### src/rtl/ct_spsram_arb_pkg.sv
// ct_spsram_arb_pkg: shared widths, state encoding and sweep bound for the SRAM arbiter.
//   ADDR_WIDTH / DATA_WIDTH : default geometry (256 x 196)
//   state_e                 : INIT (zero-fill sweep) = 0, RUN = 1
//   SWEEP_LAST              : last index written by the init sweep
package ct_spsram_arb_pkg;
  localparam int ADDR_WIDTH = 8;
  localparam int DATA_WIDTH = 196;
  typedef enum logic {INIT = 1'b0, RUN = 1'b1} state_e;
  localparam logic [7:0] SWEEP_LAST = 8'd255;
endpackage

### src/rtl/ct_spsram_rr_arb2.sv
// ct_spsram_rr_arb2: two-requester round-robin grant selection.
//   req[0]/gnt[0] : write requester
//   req[1]/gnt[1] : read requester
//   last_wr       : 1 = last grant went to write, so read wins a tie
module ct_spsram_rr_arb2 (
  input  logic [1:0] req,
  input  logic       last_wr,
  output logic [1:0] gnt
);
  import ct_spsram_arb_pkg::*;
  always_comb begin
    gnt[0] = req[0] & (~req[1] | ~last_wr);
    gnt[1] = req[1] & (~req[0] | last_wr);
  end
endmodule

### src/rtl/ct_spsram_256x196_arb.sv
// ct_spsram_256x196_arb: single-port SRAM front end arbitrating one write and one read port.
//   forever_cpuclk, cpurst_b (async, active-low)
//   wr_req/wr_idx/wr_din/wr_mask -> wr_gnt   : masked write port
//   rd_req/rd_idx -> rd_gnt, rd_vld/rd_dout  : read port, data one cycle after grant
//   init_done                                : array ready, grants permitted
//   sram_cen/gwen/wen/a/d, sram_q            : direct SRAM macro pins (active-low enables)
//   Macro CT_SPSRAM_ARB_INIT_EN enables a zero-fill sweep of every entry after reset.
module ct_spsram_256x196_arb #(
  parameter int ADDR_WIDTH = ct_spsram_arb_pkg::ADDR_WIDTH,
  parameter int DATA_WIDTH = ct_spsram_arb_pkg::DATA_WIDTH
) (
  input  logic                  forever_cpuclk,
  input  logic                  cpurst_b,
  input  logic                  wr_req,
  input  logic [ADDR_WIDTH-1:0] wr_idx,
  input  logic [DATA_WIDTH-1:0] wr_din,
  input  logic [DATA_WIDTH-1:0] wr_mask,
  output logic                  wr_gnt,
  input  logic                  rd_req,
  input  logic [ADDR_WIDTH-1:0] rd_idx,
  output logic                  rd_gnt,
  output logic                  rd_vld,
  output logic [DATA_WIDTH-1:0] rd_dout,
  output logic                  init_done,
  output logic                  sram_cen,
  output logic                  sram_gwen,
  output logic [DATA_WIDTH-1:0] sram_wen,
  output logic [ADDR_WIDTH-1:0] sram_a,
  output logic [DATA_WIDTH-1:0] sram_d,
  input  logic [DATA_WIDTH-1:0] sram_q
);
  import ct_spsram_arb_pkg::*;
  state_e                state;
  logic                  in_init, run, wg, rg, last_wr;
  logic [1:0]            gnt;
  logic [ADDR_WIDTH-1:0] cnt, a_q;
  logic [DATA_WIDTH-1:0] d_q;
`ifdef CT_SPSRAM_ARB_INIT_EN
  always_ff @(posedge forever_cpuclk or negedge cpurst_b)
    if (!cpurst_b) begin
      state <= INIT;
      cnt   <= '0;
    end else if (state == INIT) begin
      cnt   <= cnt + 1'b1;
      state <= (cnt == ADDR_WIDTH'(SWEEP_LAST)) ? RUN : INIT;
    end
  assign init_done = (state == RUN);
`else
  assign state = RUN;
  assign cnt   = '0;
  always_ff @(posedge forever_cpuclk or negedge cpurst_b)
    if (!cpurst_b) init_done <= 1'b0;
    else           init_done <= 1'b1;
`endif
  // Pins are combinational from state and requests, so reset must gate them directly.
  assign in_init = cpurst_b & (state == INIT);
  assign run     = cpurst_b & (state == RUN);
  ct_spsram_rr_arb2 u_arb (
    .req     ({rd_req & run, wr_req & run}),
    .last_wr (last_wr),
    .gnt     (gnt)
  );
  always_comb begin
    wg        = gnt[0];
    rg        = gnt[1];
    wr_gnt    = wg;
    rd_gnt    = rg;
    sram_cen  = ~(in_init | wg | rg);
    // An all-zero mask still takes the grant but must not write the array.
    sram_gwen = ~(in_init | (wg & |wr_mask));
    sram_wen  = in_init ? '0 : wg ? ~wr_mask : '1;
    sram_a    = in_init ? cnt : wg ? wr_idx : rg ? rd_idx : a_q;
    sram_d    = in_init ? '0 : wg ? wr_din : d_q;
    rd_dout   = sram_q;
  end
  always_ff @(posedge forever_cpuclk or negedge cpurst_b)
    if (!cpurst_b) begin
      a_q     <= '0;
      d_q     <= '0;
      last_wr <= 1'b0;
      rd_vld  <= 1'b0;
    end else begin
      a_q     <= sram_a;
      d_q     <= sram_d;
      rd_vld  <= rg;
      if (wg | rg) last_wr <= wg;
    end
endmodule

### config.mk
export PLATFORM = sky130hd
export DESIGN_NAME = ct_spsram_256x196_arb
export DESIGN_NICKNAME = d
export VERILOG_FILES = /design/src/rtl/ct_spsram_arb_pkg.sv /design/src/rtl/ct_spsram_rr_arb2.sv /design/src/rtl/ct_spsram_256x196_arb.sv
export SDC_FILE = /design/constraint.sdc
export NUM_CORES = 1
export LEC_CHECK = 0
export BUFFER_PORTS_ARGS = -buffer_cell sky130_fd_sc_hd__buf_4
export CAP_MARGIN = 20
export CORE_AREA = 2 2 465 467
export DETAILED_ROUTE_END_ITERATION = 8
export DIE_AREA = 0 0 467 469
export GPL_TIMING_DRIVEN = 0
export HOLD_SLACK_MARGIN = 0.1
export PLACE_DENSITY = 0.32
export SLEW_MARGIN = 40
export SYNTH_ARGS = -nofsm -noshare
export SYNTH_HDL_FRONTEND = slang
export SYNTH_SLANG_ARGS = --single-unit
### constraint.sdc
create_clock -name forever_cpuclk -period 3.4 [get_ports forever_cpuclk]
set_input_delay 0.17 -clock forever_cpuclk [delete_from_list [all_inputs] [get_ports forever_cpuclk]]
set_output_delay 0.17 -clock forever_cpuclk [all_outputs]
set_load 0.1 [all_outputs]
==> results list, run 1 <==
- The run finished with clean final reports.
* Drt via density: 2.541
- After layout, the worst path uses 82.12% of the clock period.
- Seq/Total Area, Yosys: 49.10%
- When the netlist entered floorplanning its net count stood at 1549.
- In this run the tightest slew margin relative to its limit is 58.10%.
- Clock transition at path regs: 0.06 ns
* Unrepaired setup endpoints after global routing: no
- Pwr dens: 584.2 nW/um^2
* Final antenna-violating net count: 0
* Cts bufs inserted: 28
- The number of antenna violations at the first check in global routing came to 70.
- Fill count: 24620
- Clk sinks: 207
- Via count of the first global-routing pass: 13030
- In this run the number of H-tree levels came out at 1.
- Portion of synthesized cell area occupied by the leading cell type: 49.10%
* Top area cells in the synthesized netlist: dfrtp_1 49%, buf_4 15%, mux2_1 11%
- The net count of the finished layout is 2829.
- The floorplan step defined a core boundary enclosing 213800 sq um.
* Number of register bits inferred by synthesis: 207
- Once the floorplan was initialized, standard cells occupied 4.935% of the core.
- Proportion of layout cells with a drive suffix above 1: 62.80%
- Global-route wire length before repair: 149100 um
- Area grow syn2layout: 139.6%
- The total overflow left after global routing is 0.
- TritonCTS built the clock tree.
- Final worst slack: 0.6080 ns
* WP data required: 3.23 ns
- The floorplan has 170 rows.
- Worst-case clock skew: 0.04849 ns
- Minimum period implied by the final worst setup slack: 2.792 ns
- MaxCap Viol Count: 0
- The count of buffers added on input and output ports is 1013.
- Capturing element type of the critical path: output pin
- Summed over all cells, the static leakage comes to 11.06 nW.
- The HPWL after detailed placement is 111400 um.
- CTS placed an instance of clkbuf_16 at the clock tree root.
* Cells after synthesis: 941
* Most area-hungry cell type in the Yosys netlist: dfrtp_1
- During I/O placement, the number of pins put on the boundary was 1210.
- The congestion estimate from routability-driven global placement came to 0.8620.
- The number of slew-limit violations in the final report was 0.
* Pre-CTS setup slack: -0.9953 ns
* Fin. Hold Viols: 0
* Slew at the pin closest to its max-slew limit: 0.6228 ns
* CP Data Arrival Time: 2.62 ns
* Clock insertion delay at the later pin of the skew report: 0.63 ns
* Setup-violating endpoint count in the final report: 0
- WL final: 124900 um
- The longest clock path from root to sink contains 3 buffers.
* Synthesized area per cell: 11.21 sq um
* Largest fanout on the critical path: 10
- Entering global routing, the biggest net connects 39 pins.
- Overall power consumption after layout is estimated at 14.77 mW.
- Setup slack on the worst reg-to-reg path comes out at 1.17 ns.
- Final worst hold slack: 0.1886 ns
- Maximum resistive drop on vdd: 0.4628 mV
- Summing every instance area after synthesis gives 10550 sq um.
- By startpoint and endpoint, the worst setup path is classified as reg2out.
* Sequential cell area in the final layout: 5180 sq um
* Area of the die: 219000 sq um
- Starting DRC count in detailed routing: 518
- Area of the multi-input gates: 3570 sq um
- Global routing used 10.67% of the available tracks across all layers.
- In the final routed layout, each cell accounts on average for 24.53 um.
- After detailed routing, the number of remaining DRC violations is 0.
* Number of distinct standard cells referenced by the synthesized netlist: 19
- Type of element launching the critical path: flop
* Chip height: 469 um
- For this run, the number of Yosys warnings is 0.
- Vias after detailed routing: 12940
- The die is 467 um wide.
- Number of detailed-route iterations in the first pass: 5
* Peak clock frequency supported by timing: 358.2 MHz
* Class of the most critical hold timing path: in2async
-- metrics by stage --
step                      std cells  setup TNS [ns]  area, sq um  utilization (%)
final                          5091               0        25280            11.83
after global routing           5084               0        25260            11.82
after CTS                      5077               0        25240            11.81
after detailed placement       4797         -282.65        21830            10.21
after global placement         4792        -1163.07        21700            10.15
after floorplan                 941               0        10550                -
-- cell families after synthesis --
family	after synthesis	share of synthesized area, %
other	1	0.03555
buffers and inverters	244	17.22
AOI/OAI and AO/OA	12	0.7236
muxes	204	21.68
DFF	207	49.10
and+or+nand+nor	273	11.23
-- where the power goes --
group	switching (mW)	internal (mW)
logic	6.68	1.94
registers	0.104	2.93
clock network	1.32	1.79
total	8.11	6.66
-- sequential cells by signal, indices dropped and copies added (netlist names) --
name / count
init_done: 1
last_wr: 1
a_q: 8
d_q: 196
rd_vld: 1
-- Yosys cell counts --
master    count
nand3_1       1
buf_6        12
mux2i_1       8
mux2_1      106
o21ai_0       9
nor3_1        1
nand2_1     207
inv_1         2
o211ai_1      1
nand4_1      12
a21o_1        1
dfrtp_1     207
buf_4       209
nor4_1       51
mux2_2       90
nor2_1        1
conb_1        1
a21oi_4       1
buf_2        21
-- final cells by class --
type	count	share of cell area [%]
plain buffers	242	7.187
repair buffers	1250	40.38
multi-input cells	490	14.12
clock buffers	39	3.014
well taps	2838	14.05
flip-flops and latches	207	20.49
inverters	2	0.02970
diodes	14	0.1386
clock inverters	9	0.5890
-- layout by cell type (no fill, tap or decap), drive strengths merged, types with 2 or more instances in the layout --
cell type	count
mux2i	8
dlygate4sd3	219
nand4	12
clkinv	6
bufinv	3
nor4	51
clkbuf	39
mux2	196
inv	2
diode	14
dfrtp	207
o21ai	9
bufbuf	3
buf	1270
nand2	207
-- final timing paths --
check	cells past startpoint	end	start
setup / recovery	6	sram_d[106]	last_wr
hold / removal	7	d_q[33]	cpurst_b
setup reg to reg	5	a_q[3]	last_wr
hold reg to reg	1	d_q[129]	d_q[129]
max in group asynchronous	7	d_q[142]	cpurst_b
min in group forever_cpuclk	5	rd_vld	wr_req
-- worst max-delay path: stages (launching register included) --
cell	delay (ns)
dfrtp_1	0.42
a21oi_4	0.16
buf_4	0.25
buf_6	0.25
buf_8	0.25
mux2_1	0.37
buf_4	0.24
-- per-layer routing --
metal	part of all wire (%)	GRT usage, %	vias up
met3	9.9	4.314	168
met1	34	10.86	6315
li1	-	-	5568
met4	1.8	2.447	48
met5	0.24	0	-
met2	54	20.14	838
-- what timing repair did --
| action | 4_1_cts | 5_1_grt |
|---|---|---|
| setup buffers | 1 | 0 |
| hold endpoints to repair | 351 | 0 |
| hold buffers | 228 | 0 |
| gates resized for setup | 4 | 0 |
| setup endpoints to repair | 402 | 0 |
Power figures use the tool's default switching activity.
==> run 2, diff against run 1 <==
Settings changed: ABC_AREA set to 1, CORE_AREA 2 2 465 467 to 2 2 471 473, DIE_AREA 0 0 467 469 to 0 0 473 475.
Clock period 3.4 ns to 2.7 ns, I/O delays scaled along.
==> run 2 against run 1 <==
Compared with the run above:
- global-route usage is 2.0 points higher
- final cell count up 12%
- worst setup slack worse by 0.51 ns
- combinational power grew 46%
- power increased by 41%
- critical path depth up 2
- sequential share of layout area fell by 1.9 points
- highest routed layer unchanged
==> results list, run 2 <==
* Fraction of synthesis flops using an asynchronous set or reset pin: 100.0% (unchanged)
* Maximum resistive drop on vdd: 0.5070 mV (+9.6%)
- Number of detailed-route iterations in the first pass: 5 (unchanged)
- The number of violations of the max-capacitance limit was 0 (unchanged).
- The register-to-register path setup slack is 0.50 ns (-0.67 ns).
* Final weighted congestion of routability-driven global placement: 0.9963 (+16%)
* CP Class: reg2out
* Capturing element type of the critical path: output pin
- Via count of the first global-routing pass: 15520 (+19%)
- The worst hold path belongs to the class in2reg.
* Register with the highest flop count: d_q
- Synthesized area per cell: 7.320 sq um (-35%)
* Total DRC errors in the routed layout: 0 (unchanged)
- The number of warnings issued by yosys came to 0 (unchanged).
* Flip-flop count of the largest register, all copies and words added: 196 (unchanged)
- Drt via density: 2.693 (+6.0%)
- Most common cell after layout, fill and taps aside: buf_4
- The clock-pin slew of the registers on the worst-case setup and hold paths was 0.06 ns (about the same).
* Seq/Total Area, Yosys: 47.59% (-1.5 points)
- Prevailing post-synth register cell: dfrtp_1
- Cell Area, Synth: 10880 sq um (+3.2%)
- The detailed router's first-iteration violation count was 789 (+52%).
- The die width is 473 um (+1.3%).
- The critical path's largest stage delay was 0.34 ns (-0.08 ns).
- The total clock buffers created by CTS came to 30 (+7.1%).
- Detailed placer's ending HPWL: 133100 um (+19%)
- The cell leakage power was 13.01 nW (+18%).
- Largest fanout on the critical path: 10 (unchanged)
- Grt ovf: 0 (unchanged)
- The distinct cell type count after synthesis was 16 (-3).
- The total clock sinks is 207 (unchanged).
- Traced cell by cell, the critical path runs through nand2_1 > nand3_4 > buf_12 > buf_4 > buf_2 > nor2_1 > a31oi_4 > buf_6.
- Count of buffer and inverter cells on the critical path: 4 (unchanged)
- Number of buffers on the longest clock path: 3 (unchanged)
- Setup-violating endpoint count in the final report: 0 (unchanged)
- Nets@finish: 3380 (+19%)
- The flow ran to the end, and the final reports show no timing, DRC or antenna violations.
* Placed cell area: 22220 sq um (+1.8%)
* Type of element launching the critical path: flop
- The summed area of non-filler cells in the final layout was 27820 sq um (+10%).
- The library cells used most frequently in the layout, excluding fill and tap cells, are 1075 x buf_4, 797 x nand2_1, 218 x dlygate4sd3_1, 207 x dfrtp_1, 136 x nor2_1.
- The area of the die came to 224700 sq um (+2.6%).
* Initial standard-cell utilization of the core: 4.968% (+0.033 points)
- Chip height: 475 um (+1.3%)
* Clock insertion delay at the later pin of the skew report: 0.64 ns (about the same)
- Number of standard cells in the layout, taps in and fillers out: 5705 (+12%)
* Top Family by Delay on Critical Path: buffers and inverters
* Global-route wire length before repair: 181900 um (+22%)
* Area inside the core boundary: 219100 sq um (+2.5%)
- Vias after detailed routing: 15360 (+19%)
* Largest net degree at the start of global routing: 63 (+62%)
- WL final: 148900 um (+19%)
- Number of nets in the synthesized netlist: 2095 (+35%)
- The number of synthesized flops with an enable pin is 0 (unchanged).
* Area grow syn2layout: 155.6%
* Fin. Hold Viols: 0 (unchanged)
* Number of register bits inferred by synthesis: 207 (unchanged)
* Wirelength per Cell: 26.10 um (+6.4%)
- Final core utilization: 12.70% (+0.87 points)
* Peak clock frequency supported by timing: 384.2 MHz
- Most area-hungry cell type in the Yosys netlist: dfrtp_1
- Number of antenna violations at the first check in global routing: 135 (+93%)
- nand2_1 is the most common cell in the netlist.
- Maximum level of the CTS H-tree: 1 (unchanged)
* Setup_tns: 0 ns (unchanged)
- The number of slew-limit violations in the final report is 0 (unchanged).
* WP data required: 2.57 ns (-0.66 ns)
- The count of nets left with antenna violations after detail routing was 0 (unchanged).
- Minimum period implied by the final worst setup slack: 2.603 ns
* Largest registers: d_q (196), a_q (8)
- Root buffer cell: clkbuf_16
- Unrepaired setup endpoints after global routing: no
- The top-level port count came to 1210 (unchanged).
* Quantity of I/O buffers inserted on ports: 1013 (unchanged)
- The largest individual stage delay along the critical path comes from the cell dfrtp_1.
- Standard-cell row count: 172 (+1.2%)
- The commonest cells after synthesis are 862 x nand2_1, 214 x buf_4, 207 x dfrtp_1.
* Number of cells in the design after placement: 5374 (+12%)
- The fraction of layout cells with a size suffix above 1 came to 50.88% (-12 points).
* Overall power after layout: 20.84 mW (+41%)
- The arrival time of data at the critical path endpoint is 2.47 ns (-0.15 ns).
- By area the synthesized netlist is led by dfrtp_1 48%, nand2_1 30%, buf_4 15%.
- The top-area cell type share of the netlist area is 47.59% (-1.5 points).
- Global Route Usage Sum: 12.70% (+2.0 points)
- Cells after synthesis: 1487 (+58%)
* Worst-case clock skew: 0.03975 ns (-0.008732 ns)
* Period utilization: 96.40%
- Clock tree from TritonCTS: built
- Pwr dens: 749.4 nW/um^2 (+28%)
-- run 2: power breakdown --
group / internal (mW) / total (mW) / switching [mW] / leakage [nW]
logic: 3.23 / 12.6 / 9.35 / 9.92
registers: 3.70 / 3.84 / 0.144 / 2.56
clock network: 2.74 / 4.42 / 1.68 / 0.528
total: 9.67 / 20.8 / 11.2 / 13.0
-- run 2: worst register-to-register path: stages, from the launching register on --
cell           delay [ns]
dfrtp_1              0.34
nand2_1              0.09
nand3_4              0.09
buf_12               0.16
buf_4                0.14
buf_2                0.30
nor2_1               0.14
a31oi_4              0.29
dlygate4sd3_1        0.60
-- run 2: worst paths after layout --
path,cells after the start,startpoint,to
setup / recovery,8,last_wr,sram_a[5]
hold / removal,5,wr_req,rd_vld
setup reg to reg,8,last_wr,a_q[5]
hold reg to reg,2,d_q[161],d_q[161]
max in group asynchronous,7,cpurst_b,d_q[7]
min in group asynchronous,5,cpurst_b,d_q[109]
-- run 2: layer usage --
| layer | global-route usage (%) | share of wire (%) | up-vias |
|---|---|---|---|
| li1 | - | - | 6934 |
| met1 | 13.65 | 37 | 7138 |
| met2 | 22.84 | 51 | 924 |
| met3 | 4.219 | 8.2 | 274 |
| met4 | 4.921 | 3.9 | 94 |
| met5 | 0 | 0.41 | - |
-- run 2: through the flow --
| stage | hold WS, ns | setup WS, ns |
|---|---|---|
| global route | 0.2385 | 0.002434 |
| detailed placement | 0.06706 | -1.227 |
| CTS | 0.1415 | 0.001448 |
| global placement | 0.3594 | -3.241 |
| finish | 0.2202 | 0.09723 |
| floorplan | -0.1606 | 0.004171 |
-- run 2: cell families (layout without fill, tap and decap cells) --
logic type	count (synthesis)	after routing	share of synthesized area, %
AOI/OAI and AO/OA	9	9	0.5058
and+or+nand+nor	1004	1004	34.80
DFF	207	207	47.59
other	1	42	0.03445
buffers and inverters	266	1572	17.07
-- run 2: final cells by class --
class | instances | area (sq um)
fill | 25320 | 191300
timing repair buffer | 1253 | 11670
sequential | 207 | 5180
multi-input combinational | 1014 | 4118
tap | 2871 | 3592
buffer | 262 | 2028
clock buffer | 40 | 838.3
clock inverter | 13 | 246.5
antenna | 41 | 102.6
inverter | 3 | 23.77
timing repair inverter | 1 | 11.26
-- run 2: repair_timing --
action / in CTS / in global routing
hold buffers: 226 / 0
resized for setup: 468 / 4
setup endpoints to repair: 419 / 3
setup buffers: 6 / 0
gates cloned: 6 / 0
endpoints found under the hold margin: 412 / 0
pin swaps: 2 / 0
